### config.mk
export PLATFORM = sky130hd
export DESIGN_NAME = commit_trace_fifo_flat
export DESIGN_NICKNAME = d
export VERILOG_FILES = /design/src/rtl/commit_trace_fifo_if.sv /design/src/rtl/commit_trace_fifo.sv /design/src/flat_wrapper.sv
export SDC_FILE = /design/constraint.sdc
export NUM_CORES = 2
export LEC_CHECK = 0
export BUFFER_PORTS_ARGS = -buffer_cell sky130_fd_sc_hd__buf_2
export CORE_ASPECT_RATIO = 0.8
export CORE_MARGIN = 10
export CORE_UTILIZATION = 61
export DETAILED_ROUTE_END_ITERATION = 10
export PLACE_DENSITY_LB_ADDON = 0.1
export SLEW_MARGIN = 20
export SYNTH_ARGS = -nofsm -noshare
export SYNTH_HDL_FRONTEND = slang
export SYNTH_SLANG_ARGS = --single-unit
export TNS_END_PERCENT = 10
### constraint.sdc
create_clock -name clk_i -period 23.8 [get_ports clk_i]
set_input_delay 2.38 -clock clk_i [delete_from_list [all_inputs] [get_ports clk_i]]
set_output_delay 2.38 -clock clk_i [all_outputs]
set_load 0.1 [all_outputs]
### src/rtl/commit_trace_fifo_if.sv
// commit_trace_fifo_if: write-back capture inputs and trace drain handshake of commit_trace_fifo.
// slave is the FIFO's view; master is the CPU/consumer side.
interface commit_trace_fifo_if #(
    parameter int PTR_W  = 4,
    parameter int DROP_W = 16
);
    logic              cap_en_i;
    logic [31:0]       pc_i;
    logic              reg_we_i;
    logic [4:0]        reg_addr_i;
    logic [31:0]       reg_data_i;
    logic              mem_we_i;
    logic [31:0]       mem_addr_i;
    logic [31:0]       mem_data_i;
    logic              trace_ready_i;
    logic              trace_valid_o;
    logic              trace_kind_o;
    logic [31:0]       trace_pc_o;
    logic [31:0]       trace_addr_o;
    logic [31:0]       trace_data_o;
    logic [31:0]       trace_time_o;
    logic [PTR_W:0]    count_o;
    logic              overflow_o;
    logic [DROP_W-1:0] drop_cnt_o;

    modport slave (
        input  cap_en_i, pc_i, reg_we_i, reg_addr_i, reg_data_i,
               mem_we_i, mem_addr_i, mem_data_i, trace_ready_i,
        output trace_valid_o, trace_kind_o, trace_pc_o, trace_addr_o,
               trace_data_o, trace_time_o, count_o, overflow_o, drop_cnt_o
    );

    modport master (
        output cap_en_i, pc_i, reg_we_i, reg_addr_i, reg_data_i,
               mem_we_i, mem_addr_i, mem_data_i, trace_ready_i,
        input  trace_valid_o, trace_kind_o, trace_pc_o, trace_addr_o,
               trace_data_o, trace_time_o, count_o, overflow_o, drop_cnt_o
    );
endinterface

### src/rtl/commit_trace_fifo.sv
// commit_trace_fifo: ordered FIFO of register/memory write-back events with registered head outputs.
// Define TRACE_TIMESTAMP_EN to stamp each entry with a free-running 32-bit cycle count.
module commit_trace_fifo #(
    parameter int DEPTH  = 16,
    parameter int PTR_W  = 4,
    parameter int DROP_W = 16
) (
    input logic                clk_i,
    input logic                rst_i,
    commit_trace_fifo_if.slave t
);
    logic              kind_m [DEPTH];
    logic [31:0]       pc_m   [DEPTH];
    logic [31:0]       addr_m [DEPTH];
    logic [31:0]       data_m [DEPTH];
    logic [PTR_W-1:0]  wr_ptr, rd_ptr, rd_nxt;
    logic [PTR_W:0]    cnt_nxt;
    logic [DROP_W:0]   drop_sum;
    logic [1:0]        drops;
    logic              reg_ev, mem_ev, ev, full, pop, push, use_in, load;
    logic              in_kind;
    logic [31:0]       in_addr, in_data;

    always_comb begin
        reg_ev   = t.cap_en_i & t.reg_we_i & (t.reg_addr_i != 5'd0);
        mem_ev   = t.cap_en_i & t.mem_we_i;
        ev       = reg_ev | mem_ev;
        full     = t.count_o == (PTR_W+1)'(DEPTH);
        pop      = t.trace_valid_o & t.trace_ready_i;
        push     = ev & (~full | pop);
        // a rejected event plus a shadowed memory write can drop two in one cycle
        drops    = 2'(ev & ~push) + 2'(reg_ev & mem_ev);
        drop_sum = {1'b0, t.drop_cnt_o} + (DROP_W+1)'(drops);
        rd_nxt   = rd_ptr + PTR_W'(pop);
        cnt_nxt  = t.count_o + (PTR_W+1)'(push) - (PTR_W+1)'(pop);
        use_in   = t.count_o == (PTR_W+1)'(pop);
        load     = cnt_nxt != '0;
        in_kind  = ~reg_ev;
        in_addr  = reg_ev ? {27'd0, t.reg_addr_i} : t.mem_addr_i;
        in_data  = reg_ev ? t.reg_data_i : t.mem_data_i;
    end

    always_ff @(posedge clk_i) begin
        if (push) begin
            kind_m[wr_ptr] <= in_kind;
            pc_m[wr_ptr]   <= t.pc_i;
            addr_m[wr_ptr] <= in_addr;
            data_m[wr_ptr] <= in_data;
        end
    end

    always_ff @(posedge clk_i or negedge rst_i) begin
        if (!rst_i) begin
            wr_ptr          <= '0;
            rd_ptr          <= '0;
            t.count_o       <= '0;
            t.overflow_o    <= 1'b0;
            t.drop_cnt_o    <= '0;
            t.trace_valid_o <= 1'b0;
            t.trace_kind_o  <= 1'b0;
            t.trace_pc_o    <= '0;
            t.trace_addr_o  <= '0;
            t.trace_data_o  <= '0;
        end else begin
            wr_ptr          <= wr_ptr + PTR_W'(push);
            rd_ptr          <= rd_nxt;
            t.count_o       <= cnt_nxt;
            t.overflow_o    <= t.overflow_o | (drops != 2'd0);
            t.drop_cnt_o    <= drop_sum[DROP_W] ? '1 : drop_sum[DROP_W-1:0];
            t.trace_valid_o <= load;
            // head comes from the incoming event when nothing older remains after this pop
            if (load) begin
                t.trace_kind_o <= use_in ? in_kind : kind_m[rd_nxt];
                t.trace_pc_o   <= use_in ? t.pc_i  : pc_m[rd_nxt];
                t.trace_addr_o <= use_in ? in_addr : addr_m[rd_nxt];
                t.trace_data_o <= use_in ? in_data : data_m[rd_nxt];
            end
        end
    end

`ifdef TRACE_TIMESTAMP_EN
    logic [31:0] cyc;
    logic [31:0] time_m [DEPTH];

    always_ff @(posedge clk_i) begin
        if (push) time_m[wr_ptr] <= cyc;
    end

    always_ff @(posedge clk_i or negedge rst_i) begin
        if (!rst_i) begin
            cyc            <= '0;
            t.trace_time_o <= '0;
        end else begin
            cyc <= cyc + 32'd1;
            if (load) t.trace_time_o <= use_in ? cyc : time_m[rd_nxt];
        end
    end
`else
    assign t.trace_time_o = '0;
`endif
endmodule
### src/flat_wrapper.sv
// flat-port wrapper written by rule: the top's interface ports become plain ports
module commit_trace_fifo_flat 
#(
    parameter int DEPTH  = 16,
    parameter int PTR_W  = 4,
    parameter int DROP_W = 16
)
  (clk_i, rst_i, t_cap_en_i, t_pc_i, t_reg_we_i, t_reg_addr_i, t_reg_data_i, t_mem_we_i, t_mem_addr_i, t_mem_data_i, t_trace_ready_i, t_trace_valid_o, t_trace_kind_o, t_trace_pc_o, t_trace_addr_o, t_trace_data_o, t_trace_time_o, t_count_o, t_overflow_o, t_drop_cnt_o);
  commit_trace_fifo_if #(.PTR_W(PTR_W), .DROP_W(DROP_W)) t_i ();
  input logic clk_i;
  input logic rst_i;
  input wire logic [$bits(t_i.cap_en_i)-1:0] t_cap_en_i;
  input wire logic [$bits(t_i.pc_i)-1:0] t_pc_i;
  input wire logic [$bits(t_i.reg_we_i)-1:0] t_reg_we_i;
  input wire logic [$bits(t_i.reg_addr_i)-1:0] t_reg_addr_i;
  input wire logic [$bits(t_i.reg_data_i)-1:0] t_reg_data_i;
  input wire logic [$bits(t_i.mem_we_i)-1:0] t_mem_we_i;
  input wire logic [$bits(t_i.mem_addr_i)-1:0] t_mem_addr_i;
  input wire logic [$bits(t_i.mem_data_i)-1:0] t_mem_data_i;
  input wire logic [$bits(t_i.trace_ready_i)-1:0] t_trace_ready_i;
  output wire logic [$bits(t_i.trace_valid_o)-1:0] t_trace_valid_o;
  output wire logic [$bits(t_i.trace_kind_o)-1:0] t_trace_kind_o;
  output wire logic [$bits(t_i.trace_pc_o)-1:0] t_trace_pc_o;
  output wire logic [$bits(t_i.trace_addr_o)-1:0] t_trace_addr_o;
  output wire logic [$bits(t_i.trace_data_o)-1:0] t_trace_data_o;
  output wire logic [$bits(t_i.trace_time_o)-1:0] t_trace_time_o;
  output wire logic [$bits(t_i.count_o)-1:0] t_count_o;
  output wire logic [$bits(t_i.overflow_o)-1:0] t_overflow_o;
  output wire logic [$bits(t_i.drop_cnt_o)-1:0] t_drop_cnt_o;
  assign t_i.cap_en_i = t_cap_en_i;
  assign t_i.pc_i = t_pc_i;
  assign t_i.reg_we_i = t_reg_we_i;
  assign t_i.reg_addr_i = t_reg_addr_i;
  assign t_i.reg_data_i = t_reg_data_i;
  assign t_i.mem_we_i = t_mem_we_i;
  assign t_i.mem_addr_i = t_mem_addr_i;
  assign t_i.mem_data_i = t_mem_data_i;
  assign t_i.trace_ready_i = t_trace_ready_i;
  assign t_trace_valid_o = t_i.trace_valid_o;
  assign t_trace_kind_o = t_i.trace_kind_o;
  assign t_trace_pc_o = t_i.trace_pc_o;
  assign t_trace_addr_o = t_i.trace_addr_o;
  assign t_trace_data_o = t_i.trace_data_o;
  assign t_trace_time_o = t_i.trace_time_o;
  assign t_count_o = t_i.count_o;
  assign t_overflow_o = t_i.overflow_o;
  assign t_drop_cnt_o = t_i.drop_cnt_o;
  commit_trace_fifo #(.DEPTH(DEPTH), .PTR_W(PTR_W), .DROP_W(DROP_W)) u_core (.clk_i(clk_i), .rst_i(rst_i), .t(t_i));
endmodule
==> metrics.md <==
| Metric | Value |
|---|---|
| Outcome | finished clean |
| Placed Area | 0.0686 sq mm |
| Post-synthesis sequential area ratio | 75.7% |
| Final antenna-violating net count | 0 |
| Worst Skew | approximately 0.031 ns |
| Critical path fanouts, max | 65 |
| Die width | 387 microns |
| Drt total wl | approximately 170000 microns |
| Maximum clock insertion buffer count | 3 |
| Achievable frequency | between 100 and 150 MHz |
| Final instance area | 0.0736 sq mm |
| Critical Path AT | 8.09 ns |
| Xor/xnor share of the synthesized area | 0.249% |
| CP max-delay cell | or4_1 |
| Worst path most repeated cell | buf_4 |
| Unrepaired setup endpoints after global routing | false |
| # resized after CTS | 0 |
| # setup viols final | 0 |
| Post-CTS Setup Inserts | 0 |
| Layout cells sized above 1 | 24.3% |
| Core footprint | roughly 0.11 sq mm |
| Max Slew Vio Count | 0 |
| Worst slew margin | 22.8% |
| First-pass GRT wire length | ~240000 microns |
| Gate Count Post-Synth | 3524 |
| Crit path kind | input port to flop |
| Crit-path max cell delay | a little under 0.6 ns |
| Worst min-delay path class | flop to flop |
| VDD IR max | 135 uV |
| Post-Synth Simple-Gate Area | 5.85% |
| Commonest cells in the netlist | edfxtp_1 (1552), nand2_1 (423), mux4_2 (336) |
| Syn Std Cell Area | ~0.066 sq mm |
| CTS tree | built |
| Max-cap violation count | 0 |
| Clk slew on worst S/H paths | 0.06 ns |
| Chip Height | around 310 microns |
| Number of synthesized register bits | 1680 |
| Placer Congestion | 0.782 |
| Largest area contributor in the netlist | edfxtp_1 |
| Top Ports | 291 |
| Critical path, cell by cell | buf_2 > or4_1 > o211ai_4 > buf_4 > a21boi_0 > ha_1 > fa_1 > a21oi_1 > o21bai_1 > xor2_2 > buf_4 > clkinv_2 > nor3_4 > buf_4 > clkinv_2 > buf_4 > mux2_1 |
| CTS sink cnt | 1680 |
| Global route overflow | 0 |
| Post-synth EDFFs | 1552 |
| Kind of end point of the critical path | flop |
| Pin count of the biggest net entering global routing | 143 |
| Synth Flop Type | edfxtp_1 |
| IO Port Bufs | 258 |
| Async SR Flop Fraction | ~7.6% |
| Initial antenna violation count | 4 |
| Top post-synthesis cells by area | edfxtp_1 (71%), mux4_2 (12%), dfrtp_1 (4.9%) |
| Main combinational cell family by area after synthesis | multiplexers |
| Vias in the first global route | roughly 36000 |
| Met3 usage | 5.13% |
| Fill cells | approximately 6700 |
| Starting DRT DRC Count | about 4200 |
| DR WL/cell | between 30 and 40 microns |
| Tcrit/Tclk final | 31.2% |
| FP Rows | 107 |
| DRT Pass-1 Iters | 6 |
| Layout area overhead | 11.9% |
| GR peak layer | met2 |
| Hold WS | about 0.46 ns |
| Post-synthesis compound-gate area fraction | 2.26% |
| Via density per instance | 6.63 |
| Measured slew at the worst slew-check pin | 1.16 ns |
| Final setup TNS | 0 ns |
| Via count | 35400 |
| Die ar. | 0.121 sq mm |
| Total track usage | 27.1% |
| Syn avg cell area | 18.7 sq um |
| Pwr/cell area | 151 mW/mm^2 |
| CP Data Required Time | 24.47 ns |
| Root Buffer | clkbuf_16 |
| Post-Synth Adder-Cell Area | 0.327% |
| Dpl hpwl | 81600 microns |
| Top-count cell post-synth | edfxtp_1 |
| Initial Util | 61.7% |
| Syn. warnings | 0 |
| Mux cell area share after synthesis | 13.7% |
| Fin crit period | roughly 7.4 ns |
| H-tree depth | 4 |
| Distinct cell type count after synthesis | 50 |
| Startpoint Class | input port |
| GRT met2 Usage | between 40% and 50% |
| Hold Violations, Final | 0 |
| DRC viols | 0 |
| Cts bufs inserted | between 150 and 200 |
| Leakage power | 24.8 nW |
| Global Route met1 Usage | 37.0% |
| Yosys top cell area share | 70.8% |
| Nets | approximately 3900 |
| Post-CTS Hold Buffers | 0 |
| Clk_lat worst skew | approximately 0.8 ns |
==> cell usage in the layout (no fill, tap or decap), drive strengths merged, types with 21 or more instances in the layout <==
cell    synthesis  final
mux2i         105    105
nand4          33     33
nand2         423    423
buf           123    331
clkbuf        131    228
a31oi          70     70
conb            1     32
clkinv          1     49
edfxtp       1552   1552
and2           29     29
o31ai          26     26
a221oi         26     26
dfrtp         128    128
mux2           38     38
inv            17     21
nand3         219    219
a21oi          31     31
mux4          336    336
a211oi         26     26
a22oi          26     26
nor2           44     44
nor4           70     70
==> kinds of logic after synthesis <==
logic type | Yosys count
mux | 479
other cells | 1
xor+xnor | 17
fa+ha+maj | 16
buf+inv | 272
simple gates | 844
compound gates | 215
flops | 1680
==> critical path: cells and delay by family <==
family | cells | cell delay (ns)
buffers and inverters | 7 | 2.43
AOI/OAI and AO/OA | 4 | 0.88
and+or+nand+nor | 2 | 0.82
adders and majority gates | 2 | 0.79
muxes | 1 | 0.47
xor gates and xnor gates | 1 | 0.17
==> final timing paths <==
| path | start | end | slack [ns] | cells past startpoint |
|---|---|---|---|---|
| worst max register to register | u_core.t.count_o[3] | u_core.t.trace_addr_o[30] | 18.26 | 17 |
| worst min register to register | u_core.t.overflow_o | u_core.t.overflow_o | 0.46 | 1 |
| min in group asynchronous | rst_i | u_core.t.trace_addr_o[21] | 1.51 | 1 |
| worst min-delay path | u_core.t.overflow_o | u_core.t.overflow_o | 0.46 | 1 |
| max in group asynchronous | rst_i | u_core.t.drop_cnt_o[13] | 20.93 | 2 |
| worst max-delay path | t_reg_addr_i[3] | u_core.t.trace_addr_o[30] | 16.38 | 17 |
==> layer usage <==
layer	wire length [microns]	up-vias
met1	64000	18400
li1	-	14600
met3	15400	317
met4	4620	2
met5	13	-
met2	81400	1996
==> metrics by stage <==
| step | total power [mW] | instances | utilization, % | setup WS (ns) |
|---|---|---|---|---|
| finish | 11.1 | 5339 | 69.0 | 16.38 |
| global route | 11.6 | 5339 | 69.0 | 16.16 |
| CTS | 11.2 | 5337 | 69.0 | 16.48 |
| detailed placement | 8.73 | 5048 | 64.3 | 15.65 |
| global placement | 8.64 | 5048 | 64.3 | 15.81 |
| floorplan | 7.41 | 3555 | - | 13.02 |
==> registers in the layout (all words and copies together) (netlist names), 16 cells and up <==
signal	flops
u_core.t.trace_data_o	32
u_core.pc_m	512
u_core.t.drop_cnt_o	16
u_core.addr_m	512
u_core.data_m	512
u_core.t.trace_addr_o	32
u_core.t.trace_pc_o	32
u_core.kind_m	16
==> area by class of cell <==
| cell class | instances | area, sq um | area share (%) |
|---|---|---|---|
| sequential | 1680 | 49800 | 67.6 |
| multi-input combinational | 1603 | 15100 | 20.5 |
| clock buffer | 228 | 4500 | 6.10 |
| timing repair buffer | 331 | 1910 | 2.59 |
| tap | 1417 | 1770 | 2.41 |
| clock inverter | 61 | 480 | 0.652 |
| inverter | 18 | 78.8 | 0.107 |
| antenna | 1 | 2.50 | 0.00340 |
==> power by group <==
part	leakage (nW)	internal (mW)	switching, mW	total (mW)
combinational	6.78	1.62	3.26	4.88
sequential	15.5	3.62	0.181	3.80
clock	2.43	1.39	1.05	2.43
total	24.8	6.62	4.49	11.1
(Power assumes the default switching activity.)
